--- src/rtl/vga_timing_pkg.sv ---
// Shared VGA raster timing: 640x480@60 defaults, counter widths and lock-FSM encodings.
// Used by both the VGA timing generator and the receive-side sync decoder.
package vga_timing_pkg;

  localparam int VGA_H_ACTIVE = 640;
  localparam int VGA_H_TOTAL  = 800;
  localparam int VGA_V_ACTIVE = 480;
  localparam int VGA_V_TOTAL  = 525;

  // Recovered coordinate and period counter widths
  localparam int COL_W = 10;
  localparam int ROW_W = 9;
  localparam int HP_W  = 12;
  localparam int VP_W  = 10;

  // Lock FSM state encodings
  localparam logic [1:0] ST_SEARCH  = 2'd0;
  localparam logic [1:0] ST_MEASURE = 2'd1;
  localparam logic [1:0] ST_LOCKED  = 2'd2;

endpackage

--- src/rtl/sync_edge_det.sv ---
// Purpose: registers one sync/enable pin, normalises it to active-high, flags leading/trailing edges.
// Latency: lvl 1 cycle after the pin; lvl_d, lead and trail 2 cycles after the pin.
// Backpressure: none; free-running, samples the pin on every vga_clk.
module sync_edge_det #(
  parameter logic POL = 1'b1
) (
  input  logic vga_clk,
  input  logic reset,
  input  logic din,
  output logic lvl,
  output logic lvl_d,
  output logic lead,
  output logic trail
);

  // Stage 1 captures the pin as "active", stage 2 is history; edge pulses are registered.
  always_ff @(posedge vga_clk) begin
    if (reset) begin
      lvl   <= 1'b0;
      lvl_d <= 1'b0;
      lead  <= 1'b0;
      trail <= 1'b0;
    end else begin
      lvl   <= (din == POL);
      lvl_d <= lvl;
      lead  <= lvl & ~lvl_d;
      trail <= ~lvl & lvl_d;
    end
  end

endmodule

--- src/rtl/vga_sync_decoder.sv ---
// Purpose: recovers pixel col/row from VGA syncs, measures line/frame periods, reports timing lock.
// Latency: line_start/frame_start/pix_valid/col 2 cycles after the pins; periods/lock 1 cycle later.
// Backpressure: none; pure monitor that observes the pins every vga_clk and never stalls.
module vga_sync_decoder
  import vga_timing_pkg::*;
#(
  parameter int   H_ACTIVE    = VGA_H_ACTIVE,
  parameter int   H_TOTAL     = VGA_H_TOTAL,
  parameter int   V_ACTIVE    = VGA_V_ACTIVE,
  parameter int   V_TOTAL     = VGA_V_TOTAL,
  parameter logic HS_POL      = 1'b0,
  parameter logic VS_POL      = 1'b0,
  parameter int   LOCK_FRAMES = 2
) (
  input  logic            vga_clk,
  input  logic            reset,
  input  logic            h_sync,
  input  logic            v_sync,
  input  logic            disp_ena,
  output logic            pix_valid,
  output logic [COL_W-1:0] col,
  output logic [ROW_W-1:0] row,
  output logic            line_start,
  output logic            frame_start,
  output logic            locked,
  output logic [HP_W-1:0] h_period,
  output logic [VP_W-1:0] v_period,
  output logic            timing_err
);

  // Parameters zero-extended to the width of the counter they are compared with
  localparam logic [HP_W-1:0]  H_TOTAL_C  = HP_W'(H_TOTAL);
  localparam logic [COL_W:0]   H_ACTIVE_C = (COL_W + 1)'(H_ACTIVE);
  localparam logic [VP_W-1:0]  V_TOTAL_C  = VP_W'(V_TOTAL);
  localparam logic [ROW_W-1:0] V_ACTIVE_C = ROW_W'(V_ACTIVE);
  localparam logic [3:0]       LOCK_C     = 4'(LOCK_FRAMES);

  logic hs_lvl, hs_lvl_d, hs_trail;
  logic vs_lvl, vs_lvl_d, vs_trail;
  logic de_lvl, de_lvl_d, de_lead, de_trail;

  logic [HP_W-1:0] cyc_cnt;
  logic [VP_W-1:0] line_cnt;
  logic [VP_W-1:0] line_cnt_nxt;
  logic [COL_W:0]  pix_cnt;
  logic [1:0]      state;
  logic [3:0]      good_cnt;
  logic            frame_bad;
  logic            cyc_sat;
  logic            line_bad;
  logic            pix_bad;
  logic            hit_now;
  logic            frame_ok;

  sync_edge_det #(.POL(HS_POL)) u_hs_edge (
    .vga_clk (vga_clk),
    .reset   (reset),
    .din     (h_sync),
    .lvl     (hs_lvl),
    .lvl_d   (hs_lvl_d),
    .lead    (line_start),
    .trail   (hs_trail)
  );

  sync_edge_det #(.POL(VS_POL)) u_vs_edge (
    .vga_clk (vga_clk),
    .reset   (reset),
    .din     (v_sync),
    .lvl     (vs_lvl),
    .lvl_d   (vs_lvl_d),
    .lead    (frame_start),
    .trail   (vs_trail)
  );

  sync_edge_det #(.POL(1'b1)) u_de_edge (
    .vga_clk (vga_clk),
    .reset   (reset),
    .din     (disp_ena),
    .lvl     (de_lvl),
    .lvl_d   (de_lvl_d),
    .lead    (de_lead),
    .trail   (de_trail)
  );

  // Only the edge pulses of the syncs are needed; sync levels and de_lead go unused.
  logic unused_edge_bits;
  assign unused_edge_bits = ^{hs_lvl, hs_lvl_d, hs_trail, vs_lvl, vs_lvl_d, vs_trail, de_lead};

  // The delayed enable lines up with col: col is cleared on the same edge that pix_valid rises.
  assign pix_valid = de_lvl_d;

  // Column: clear on the registered enable rising, count while it stays high, stick at all-ones.
  always_ff @(posedge vga_clk) begin
    if (reset) begin
      col <= '0;
    end else if (de_lvl && !de_lvl_d) begin
      col <= '0;
    end else if (de_lvl && (col != '1)) begin
      col <= col + COL_W'(1);
    end
  end

  // Row: one step per completed active line, restarted by every frame_start.
  always_ff @(posedge vga_clk) begin
    if (reset) begin
      row <= '0;
    end else if (frame_start) begin
      row <= '0;
    end else if (de_trail && (row != '1)) begin
      row <= row + ROW_W'(1);
    end
  end

  // Cycle counter measures hsync-to-hsync; restart at 1 so the latched value is the full period.
  always_ff @(posedge vga_clk) begin
    if (reset) begin
      cyc_cnt  <= '0;
      h_period <= '0;
    end else if (line_start) begin
      cyc_cnt  <= HP_W'(1);
      h_period <= cyc_cnt;
    end else if (!cyc_sat) begin
      cyc_cnt  <= cyc_cnt + HP_W'(1);
    end
  end

  // A line_start coinciding with frame_start belongs to the frame that is ending.
  always_comb begin
    line_cnt_nxt = line_cnt;
    if (line_start && (line_cnt != '1)) begin
      line_cnt_nxt = line_cnt + VP_W'(1);
    end
  end

  // Line counter: latch lines-per-frame at each frame_start, then restart from zero.
  always_ff @(posedge vga_clk) begin
    if (reset) begin
      line_cnt <= '0;
      v_period <= '0;
    end else if (frame_start) begin
      line_cnt <= '0;
      v_period <= line_cnt_nxt;
    end else begin
      line_cnt <= line_cnt_nxt;
    end
  end

  // Per-cycle fault detection: wrong line length, lost hsync, or wrong active pixel count.
  always_comb begin
    cyc_sat  = (cyc_cnt == '1);
    pix_cnt  = {1'b0, col} + {{COL_W{1'b0}}, 1'b1};
    line_bad = (line_start && (cyc_cnt != H_TOTAL_C)) || cyc_sat;
    pix_bad  = de_trail && (pix_cnt != H_ACTIVE_C);
    hit_now  = line_bad || pix_bad;
    frame_ok = !frame_bad && !hit_now && (line_cnt_nxt == V_TOTAL_C) && (row == V_ACTIVE_C);
  end

  // Lock FSM: whole-frame verdicts at frame_start, immediate drop on any line fault once locked.
  always_ff @(posedge vga_clk) begin
    if (reset) begin
      state      <= ST_SEARCH;
      good_cnt   <= '0;
      frame_bad  <= 1'b0;
      locked     <= 1'b0;
      timing_err <= 1'b0;
    end else begin
      timing_err <= 1'b0;
      frame_bad  <= frame_start ? 1'b0 : (frame_bad || hit_now);
      case (state)
        ST_SEARCH: begin
          if (frame_start) begin
            state    <= ST_MEASURE;
            good_cnt <= '0;
          end
        end
        ST_MEASURE: begin
          if (frame_start) begin
            if (!frame_ok) begin
              good_cnt <= '0;
            end else if ((good_cnt + 4'd1) == LOCK_C) begin
              state    <= ST_LOCKED;
              good_cnt <= '0;
              locked   <= 1'b1;
            end else begin
              good_cnt <= good_cnt + 4'd1;
            end
          end
        end
        ST_LOCKED: begin
          if (hit_now || (frame_start && !frame_ok)) begin
            state      <= ST_SEARCH;
            locked     <= 1'b0;
            timing_err <= 1'b1;
          end
        end
        default: begin
          state  <= ST_SEARCH;
          locked <= 1'b0;
        end
      endcase
    end
  end

endmodule

--- config.mk ---
export PLATFORM = sky130hd
export DESIGN_NAME = vga_sync_decoder
export DESIGN_NICKNAME = d
export VERILOG_FILES = /design/src/rtl/vga_timing_pkg.sv /design/src/rtl/sync_edge_det.sv /design/src/rtl/vga_sync_decoder.sv
export SDC_FILE = /design/constraint.sdc
export NUM_CORES = 1
export LEC_CHECK = 0
export ABC_AREA = 1
export ABC_CLOCK_PERIOD_IN_PS = 2700
export BUFFER_PORTS_ARGS = -buffer_cell sky130_fd_sc_hd__buf_2
export CAP_MARGIN = 10
export CORE_UTILIZATION = 35
export CTS_CLUSTER_SIZE = 8
export DETAILED_ROUTE_END_ITERATION = 8
export GPL_TIMING_DRIVEN = 0
export PLACE_DENSITY = 0.62
export REMOVE_ABC_BUFFERS = 1
export SETUP_SLACK_MARGIN = 0.02
export SYNTH_ARGS = -nofsm -noshare
export SYNTH_HDL_FRONTEND = slang
export SYNTH_SLANG_ARGS = --single-unit
--- constraint.sdc ---
create_clock -name vga_clk -period 2.7 [get_ports vga_clk]
set_input_delay 0 -clock vga_clk [delete_from_list [all_inputs] [get_ports vga_clk]]
set_output_delay 0 -clock vga_clk [all_outputs]
set_load 0.02 [all_outputs]
# ---- Yosys cells after proc, flatten, opt, wreduce, memory -nomap -nowiden
# Cells that the tools add are included.
dict set report classes {
  addsub 6
  eq_ne 17
  muxes 20
  n_bitwise 10
  n_reduce_logical 27
}
# operator n
set ops {}
lappend ops {{$add 10x1->10 const B} 2}
lappend ops {{$ne 10x10->1 const B} 2}
lappend ops {{$mux 4} 4}
lappend ops {{$add 12x1->12 const B} 1}
lappend ops {{$eq 12x12->1 const B} 1}
lappend ops {{$ne 12x10->1 const B} 1}
lappend ops {{$add 10x1->11 const B} 1}
lappend ops {{$ne 11x10->1 const B} 1}
lappend ops {{$eq 10x10->1 const B} 1}
lappend ops {{$logic_and 1x1->1} 10}
lappend ops {{$mux 10} 1}
lappend ops {{$mux 2} 5}
lappend ops {{$reduce_and 5->1} 2}
lappend ops {{$add 9x1->9 const B} 1}
lappend ops {{$eq 9x9->1 const B} 1}
lappend ops {{$ne 9x9->1 const B} 1}
lappend ops {{$pmux 4 s2} 1}
lappend ops {{$reduce_or 2->1} 4}
lappend ops {{$mux 1} 7}
lappend ops {{$not 1->1} 7}
lappend ops {{$ne 2x1->1 const B} 3}
lappend ops {{$ne 2x2->1 const B} 3}
lappend ops {{$pmux 2 s3} 1}
lappend ops {{$add 4x1->4 const B} 1}
lappend ops {{10 further kinds} 18}
dict set report totals {
  regBits 81
  in_bits 5
  out_inout_bits 46
  word_cells 101
}

# ---- Depth between registers and ports, before layout
# Gate-level depths: netlist of run 1.
dict set report logic_depth {
  ltp_word 13
  mapped_depth 19
  mapped_depth_nobuf 19
}

# ---- Modules after synthesis
# From an unflattened synthesis of run 1, not the netlist that was laid out.
dict set report hier_totals {
  hier_cells 528
  hier_area_um2 3779.9
}
# module n_inst cells_each area_per_inst_um2 seq_area_each_um2
set modules_own_cells {}
lappend modules_own_cells {vga_sync_decoder 1 494 3449.6 1441.4}
lappend modules_own_cells {{sync_edge_det at u_hs_edge ...} 2 11 108.9 80.1}
lappend modules_own_cells {{sync_edge_det at u_de_edge} 1 12 112.6 80.1}

# ---- Worst setup path before layout of run 1
# OpenSTA, ideal clock, no wires.
dict set report synth_path {
  path_type {reg2reg}
  startpoint {register row[0]}
  endpoint {register row[7]}
  setup_time_ps 128
  arrival_ps 2077
  required_ps 2572
  path_slack_ps 496
  stages_incl_launch_ff 16
  cell_sequence {dfxtp_1 -> ha_1 -> and3_1 -> inv_1 -> nor2_1 -> ha_1 -> nor2_1 -> inv_1 -> nor4_1 -> nand2_1 -> nor2_1 -> inv_1 -> nor2_1 -> nand2_1 -> xor2_1 -> nor2_1}
}
dict set report synth_via {
  elab_chain_len 2
  word_cells_on_any_way 3
}
# item line
set synth_rtl {}
lappend synth_rtl {{start, declared} vga_sync_decoder.sv:22} ;# output logic [ROW_W-1:0] row,
lappend synth_rtl {{start signal, assigned} vga_sync_decoder.sv:110} ;# row <= row + ROW_W'(1);
lappend synth_rtl {{branches (longest 2 deep; another with $add 9x1->9)} n/a}
# Several ways; the timed one is not identified.
# A chain may end at the register's enable or synchronous reset.

# ---- Worst setup path after layout of run 1
dict set report layout_path {
  startpoint {register line_cnt[0]}
  endpoint {register state[1]}
}
dict set report layout_via {
  elab_chain_len 11
  word_cells_on_any_way 13
}
# item line
set layout_rtl {}
lappend layout_rtl {{start, declared} vga_sync_decoder.sv:43} ;# logic [VP_W-1:0] line_cnt;
lappend layout_rtl {{start signal, assigned} vga_sync_decoder.sv:144} ;# line_cnt <= line_cnt_nxt;
lappend layout_rtl {{branches (longest 2 deep; another with $add 10x1->10)} n/a}
lappend layout_rtl {{$mux 10 (*)} vga_sync_decoder.sv:130} ;# if (line_start && (line_cnt != '1)) begin
lappend layout_rtl {{$eq 10x10->1 (*)} vga_sync_decoder.sv:155} ;# frame_ok = !frame_bad && !hit_now && (line_cnt_nxt == V_TOTAL_C) && (row == V_ACTIVE_C);
lappend layout_rtl {{$logic_and 1x1->1 (*) (2 in series)} vga_sync_decoder.sv:155}
lappend layout_rtl {{$logic_not 1->1} vga_sync_decoder.sv:190} ;# if (hit_now || (frame_start && !frame_ok)) begin
lappend layout_rtl {{$logic_and 1x1->1} vga_sync_decoder.sv:190}
lappend layout_rtl {{$logic_or 1x1->1} vga_sync_decoder.sv:190}
lappend layout_rtl {{$ne 2x2->1 (no source line)} n/a}
lappend layout_rtl {{$reduce_and 5->1 (no source line) (*)} n/a}
lappend layout_rtl {{end signal, assigned} vga_sync_decoder.sv:181} ;# state <= ST_LOCKED;
lappend layout_rtl {{end signal, assigned} vga_sync_decoder.sv:191} ;# state <= ST_SEARCH;
lappend layout_rtl {{end signal, assigned} vga_sync_decoder.sv:197} ;# state <= ST_SEARCH;
lappend layout_rtl {{end, declared} vga_sync_decoder.sv:46} ;# logic [1:0] state;
# Mark *: on every way between the ends.

==> flow_metrics.py, run 1 <==
metrics = {
    "outcome": {
        "status": "completed",
    },
    "clock_network": {
        "tritoncts": "built",
        "post-cts-setup-buffer-count": 0,
        "cts_root_buffer": "clkbuf_8",
        "cts-htree-levels": 3,
        "clk-insertion-delay-late_ps": 340,
        "cts_buffers": 9,
        "maximum_buffer_depth_of_the_clock_tree": 2,
        "clk_transition_reported_paths_ps": 90,
        "cts.sinks": 81,
    },
    "hold_path": {
        "timing.hold.worst_endpoint": "u_de_edge.lvl$_SDFF_PP0_",
        "min-delay-path-class": "in2reg",
        "holdCritStartpoint": "reset",
        "min_delay_path_depth": 2,
    },
    "route": {
        "detail_route.wirelength_um": 7900,
        "wl_per_cell_um": 11.3,
        "drt_iter0_drc": 132,
        "via_per_inst": 4.78,
        "drt_drc_violations_left": 0,
        "via_count": 3341,
        "detail-route-antenna-nets": 0,
        "dr.pass1.iters": 4,
    },
    "critical_path": {
        "category_of_the_critical_setup_timing_path": "reg2reg",
        "timing.critical_path.from_type": "flip-flop",
        "crit_path_max_fanout": 8,
        "rrSetupSlack_ps": 310,
        "critical_path.reg2reg.endpoint": "state[1]$_SDFFE_PP0P_",
        "r2r.worst_path.cells": 16,
        "critical_path.reg2reg.startpoint": "line_cnt[0]$_SDFF_PP0_",
        "required_ps": 2940,
        "worst-endpoint-arrival_ps": 2630,
        "crit_path_capture_type": "flip-flop",
    },
    "global_routing": {
        "globalRoute.totalOverflow": 0,
        "grt_max_degree": 32,
        "grt_pass1_vias": 2938,
        "global_route_wire_length_before_repair_um": 13300,
        "grt.total_usage_pct": 14.8,
        "initial_antenna_violation_count": 0,
    },
    "sta": {
        "timing.final.crit_share_pct": 88.5,
        "fin_setup_tns_ps": 0,
        "finClkSkew_ps": 15.0,
        "finalHoldViolCount": 0,
        "setup_viol_count_final": 0,
        "maxSlewHeadroom_pct": 25.4,
        "max_slew.worst_pin.slew_ps": 1120,
        "postLayoutSetupSlackWorst_ps": 310,
        "drv_slew": 0,
        "timing.final.crit_period_ps": 2390,
        "max_freq_mhz": 418,
        "fin_worst_hold_slack_ps": 67.7,
        "grt_setup_unrepaired": "no",
    },
    "power": {
        "power.density_cell_area_nw_per_um2": 535,
        "power.leakage_nw": 1.83,
        "worst_ir_drop_vdd_v": 0.000223,
        "totalPowerFinal_mw": 2.28,
    },
    "flow_run": {
        "max_cap_violations": 0,
    },
    "placed_design": {
        "hpwl_um": 5680,
        "place_worst_setup_slack_ps": 113,
        "place.port_buffers": 50,
        "place_congestion": 0.806,
    },
    "yosys": {
        "yosys.cell_count.top_type": "nand2_1",
        "leading_cell_types_by_count_after_synthesis": "nand2_1, dfxtp_1, inv_1",
        "ys_dominant_reg_cell": "dfxtp_1",
        "synth_top_area_cell": "dfxtp_1",
        "ys_seq_elements": 81,
        "synthesized_area_per_cell_um2": 7.23,
        "asyncSetResetFlopFracSynth_pct": 0,
        "synth.area.top_cells": "dfxtp_1, nand2_1, inv_1",
        "synth.cell_area_um2": 3660,
        "share_of_the_yosys_chip_area_belonging_to_registers_pct": 44.3,
        "total_number_of_yosys_warnings": 0,
        "synth_edf_count": 0,
        "post_synth_num_cell_types": 33,
        "post_synth_inst_count": 506,
        "yosys.area.top_type_share_pct": 44.3,
    },
    "floorplanning": {
        "die_width_um": 104,
        "die-area_um2": 10900,
        "fp.coreArea_um2": 9950,
        "initial_standard_cell_utilization_of_the_core_pct": 36.7,
        "floorplan.die.height_um": 104,
        "io-pin-count": 51,
        "placementRows": 36,
    },
    "final_layout": {
        "flow.area_growth_from_synthesis_pct": 16.6,
        "insertedDiodeCount": 0,
        "nNetsFinal": 576,
        "post_route_cells_drive_above_1_share_pct": 15.7,
        "layout.core_utilization_pct": 42.8,
    },
}
through the flow:
stage          cells  instance area, um2
2_1_floorplan    498                3630
3_5_place_dp     681                4040
6_report         699                4260
4_1_cts          699                4260
5_1_grt          699                4260
3_3_place_gp     681                4040
worst max-delay path: stages, from the launching register on:
cell     delay, ps
dfxtp_1        490
ha_1           270
nand3_2        110
nor2_2         110
nand2_2         80
nand2_4        120
o21ai_0        160
nor2_1         150
nand3_1        120
nor2_2         160
nand2_2        100
nand2_2         80
nand2_2         70
nand4_1        110
nand2_1         60
nand2_1         50
inv_1           40
registers in the layout, summed over array words and instances (netlist names), 2 cells and up:
register,count
v_period,10
h_period,12
good_cnt,4
cyc_cnt,12
col,10
row,9
state,2
line_cnt,10
layer usage:
layer | share of wire, % | global-route usage, %
met5 | 0 | 0
met4 | 1.0 | 6.12
met3 | 4.4 | 2.57
met2 | 46 | 23.6
met1 | 49 | 19.7
final cells by class:
type / count / area (um2)
clock buffers: 10 / 128
clock inverters: 5 / 56.3
fillers: 1041 / 5690
inverters: 70 / 265
multi-input cells: 347 / 1750
flip-flops and latches: 81 / 1620
well taps: 133 / 166
repair buffers: 53 / 280
timing repair:
action                                  CTS  global route
hold buffers                              3             0
resized for setup                         0             2
endpoints found under the setup margin    0             7
endpoints found under the hold margin     3             0
power breakdown:
part           internal, mW  total, mW  leakage [nW]  switching, mW
Sequential             1.23       1.26         0.659         0.0337
Clock                 0.423      0.853        0.0925          0.430
Combinational        0.0549      0.169          1.08          0.114
how the worst max path moves through the flow:
stage	startpoint	endpoint	slack (ps)	depth (start not counted)
after global routing	row[0]$_SDFFE_PP0P_	row[7]$_SDFFE_PP0P_	70	15
after CTS	u_hs_edge.lead$_SDFF_PP0_	state[1]$_SDFFE_PP0P_	100	15
final	line_cnt[0]$_SDFF_PP0_	state[1]$_SDFFE_PP0P_	310	16
after floorplan	u_hs_edge.lead$_SDFF_PP0_	state[1]$_SDFFE_PP0P_	480	15
after global placement	u_hs_edge.lead$_SDFF_PP0_	state[1]$_SDFFE_PP0P_	130	15
after detailed placement	u_hs_edge.lead$_SDFF_PP0_	state[1]$_SDFFE_PP0P_	110	15
layout by cell type (no fill, tap or decap), types with 2 or more instances in the layout:
cell	n
nand2_1	101
dfxtp_1	80
inv_1	68
nor2_1	59
buf_2	50
o21ai_0	44
a21oi_1	37
nand3_1	25
nor3_1	13
xor2_1	10
nand2_2	9
ha_1	9
clkbuf_8	9
nor2_2	7
nand4_1	7
a211oi_1	5
dlygate4sd3_1	3
nand3_2	2
xnor2_1	2
or2_2	2
o21bai_1	2
nand3b_1	2
nor4_1	2
clkinv_2	2
cell families (layout without fill, tap and decap cells):
logic type | count (synthesis) | count (layout) | synth area share [%]
simple gates | 232 | 232 | 27.8
flops | 81 | 81 | 44.3
compound gates | 94 | 94 | 13.8
fa+ha+maj | 9 | 9 | 3.08
buf+inv | 78 | 138 | 8.11
xor+xnor | 12 | 12 | 2.87
(Power assumes the default switching activity.)
==> run 2, diff against run 1 <==
--- a/config.mk
+++ b/config.mk
@@ -13,6 +13,7 @@
 export CTS_CLUSTER_SIZE = 8
 export DETAILED_ROUTE_END_ITERATION = 8
 export GPL_TIMING_DRIVEN = 0
+export MAX_ROUTING_LAYER = met4
 export PLACE_DENSITY = 0.62
 export REMOVE_ABC_BUFFERS = 1
 export SETUP_SLACK_MARGIN = 0.02
==> run 2 against run 1 <==
Against the previous run:
- combinational power about the same
- critical path depth unchanged
- clock power about the same
- sequential power about the same
- design area unchanged
- non-clock buffer count unchanged
- sequential share of layout area unchanged
- global-route usage increased by 0.43 points
- critical endpoint unchanged
- largest cell class unchanged
==> flow_metrics.py, run 2 (synthesized netlist as in run 1, its figures left out) <==
metrics = {
    "final_layout": {
        "flow.area_growth_from_synthesis_pct": 16.6,
        "nNetsFinal": 576,
        "post_route_cells_drive_above_1_share_pct": 15.7,
        "finalNonFillerCells": 699,
        "reg_top3": "cyc_cnt x12, h_period x12",
        "insertedDiodeCount": 0,
        "most-common-layout-cells": "nand2_1, dfxtp_1, inv_1",
        "layout_commonest_cell": "nand2_1",
    },
    "global_routing": {
        "grt.total_usage_pct": 15.2,
        "global_route_wire_length_before_repair_um": 13300,
        "globalRoute.totalOverflow": 0,
        "initial_antenna_violation_count": 0,
        "grt_pass1_vias": 2937,
        "grt_max_degree": 32,
    },
    "critical_path": {
        "critical_path.reg2reg.startpoint": "line_cnt[0]$_SDFF_PP0_",
        "category_of_the_critical_setup_timing_path": "reg2reg",
        "crit_path_max_incr_delay_ps": 490,
        "critical_path_destination": "state[1]$_SDFFE_PP0P_",
        "worst-endpoint-arrival_ps": 2620,
        "cell_chain_of_the_critical_path": "ha_1 > nand3_2 > nor2_2 > nand2_2 > nand2_4 > o21ai_0 > nor2_1 > nand3_1 > nor2_2 > nand2_2 > nand2_2 > nand2_2 > nand4_1 > nand2_1 > nand2_1 > inv_1",
        "crit_path_frequent_cell": "nand2_2",
        "crit_path_capture_type": "flip-flop",
        "r2r.worst_path.cells": 16,
        "crit_path_max_fanout": 8,
        "critical_path.reg2reg.endpoint": "state[1]$_SDFFE_PP0P_",
        "required_ps": 2940,
        "rrSetupSlack_ps": 310,
        "timing.critical_path.from_type": "flip-flop",
        "setup.worst_path.start": "line_cnt[0]$_SDFF_PP0_",
        "critPathSlowestCell": "dfxtp_1",
    },
    "outcome": {
        "status": "completed",
    },
    "sta": {
        "timing.final.crit_share_pct": 88.4,
        "fin_setup_tns_ps": 0,
        "max_slew.worst_pin.slew_ps": 1110,
        "grt_setup_unrepaired": "no",
        "timing.final.crit_period_ps": 2390,
        "finClkSkew_ps": 15.0,
        "maxSlewHeadroom_pct": 25.4,
        "setup_viol_count_final": 0,
        "max_freq_mhz": 419,
        "finalHoldViolCount": 0,
        "drv_slew": 0,
    },
    "floorplanning": {
        "die_width_um": 104,
        "fp.coreArea_um2": 9950,
        "die-area_um2": 10900,
        "io-pin-count": 51,
        "floorplan.die.height_um": 104,
        "placementRows": 36,
        "initial_standard_cell_utilization_of_the_core_pct": 36.7,
    },
    "clock_network": {
        "post-cts-setup-buffer-count": 0,
        "tritoncts": "built",
        "cts_buffers": 9,
        "clk_transition_reported_paths_ps": 90,
        "cts.sinks": 81,
        "clk-insertion-delay-late_ps": 340,
        "maximum_buffer_depth_of_the_clock_tree": 2,
        "cts-htree-levels": 3,
        "cts_root_buffer": "clkbuf_8",
    },
    "power": {
        "power.density_cell_area_nw_per_um2": 535,
        "power.sequential.fraction_pct": 55.2,
        "clock_power_share_pct": 37.4,
        "p_int_mw": 1.71,
        "power_frac_comb_pct": 7.4,
        "power_switching_share_pct": 25.3,
        "p_sw_mw": 0.578,
        "worst_ir_drop_vdd_v": 0.000223,
        "power.leakage_nw": 1.83,
    },
    "route": {
        "dr.pass1.iters": 4,
        "via_per_inst": 4.81,
        "detail-route-antenna-nets": 0,
        "wl_per_cell_um": 11.3,
        "detail_route.wirelength_um": 7890,
        "drt_drc_violations_left": 0,
        "drt_iter0_drc": 134,
        "via_count": 3362,
    },
    "placed_design": {
        "place_congestion": 0.817,
        "place.port_buffers": 50,
        "hpwl_um": 5680,
        "place.detailed.instances": 681,
    },
    "flow_run": {
        "max_cap_violations": 0,
    },
    "hold_path": {
        "min-delay-path-class": "in2reg",
    },
}
[run 2: cell counts in the layout (fill, tap and decap cells not counted)]
No cell type changed its count.
[run 2: critical path: cells and delay by family (launching register included)]
family	cells	cell delay, ps
AND/OR/NAND/NOR	13	1320
flip-flops	1	490
AO/OA/AOI/OAI	1	150
buffers and inverters	1	40
adder cells (fa/ha/maj)	1	270
[run 2: area by class of cell]
| type | instances | area (um2) |
|---|---|---|
| Clock buffer | 10 | 128 |
| Fill cell | 1041 | 5690 |
| Inverter | 70 | 265 |
| Multi-Input combinational cell | 347 | 1750 |
| Clock inverter | 5 | 56.3 |
| Timing Repair Buffer | 53 | 280 |
| Sequential cell | 81 | 1620 |
| Tap cell | 133 | 166 |
[run 2: worst min-delay path by stage]
| stage | from | cells past startpoint | slack (ps) | end |
|---|---|---|---|---|
| 4_1_cts | reset | 2 | 50 | u_de_edge.lvl$_SDFF_PP0_ |
| 3_3_place_gp | h_sync | 2 | 150 | u_hs_edge.lvl$_SDFF_PP0_ |
| 2_1_floorplan | reset | 1 | 60 | locked$_SDFFE_PP0P_ |
| 6_report | reset | 2 | 70 | u_de_edge.lvl$_SDFF_PP0_ |
| 5_1_grt | reset | 2 | 80 | u_de_edge.lvl_d$_SDFF_PP0_ |
| 3_5_place_dp | v_sync | 2 | 160 | u_vs_edge.lvl$_SDFF_PP0_ |
[run 2: timing repair]
item,CTS,global route
endpoints found under the setup margin,0,7
gates resized for setup,0,2
hold buffers,3,0
hold endpoints to repair,3,0
[run 2: routing by layer]
layer,wire (um),track usage [%],up-vias
met5,0,-,-
li1,-,-,1747
met4,91,6.12,0
met3,356,2.57,9
met1,3790,19.7,1541
met2,3660,23.6,65
[run 2: per-stage QoR]
step / instance area (um2) / power [mW] / util [%] / hold slack (ps) / worst slack (ps)
5_1_grt: 4260 / 2.40 / 42.8 / 83.2 / 65.9
6_report: 4260 / 2.28 / 42.8 / 67.3 / 314
4_1_cts: 4260 / 2.31 / 42.8 / 54.0 / 99.2
3_5_place_dp: 4040 / 1.46 / 40.6 / 156 / 113
2_1_floorplan: 3630 / 1.40 / - / 62.4 / 475
3_3_place_gp: 4040 / 1.45 / 40.6 / 151 / 132
[run 2: power by group through the flow]
stage / clock (mW) / combinational (mW) / sequential [mW]
6_report: 0.853 / 0.169 / 1.26
5_1_grt: 0.938 / 0.191 / 1.27
4_1_cts: 0.880 / 0.171 / 1.26
3_5_place_dp: 0 / 0.167 / 1.29
3_3_place_gp: 0 / 0.163 / 1.29
2_1_floorplan: 0 / 0.0891 / 1.31
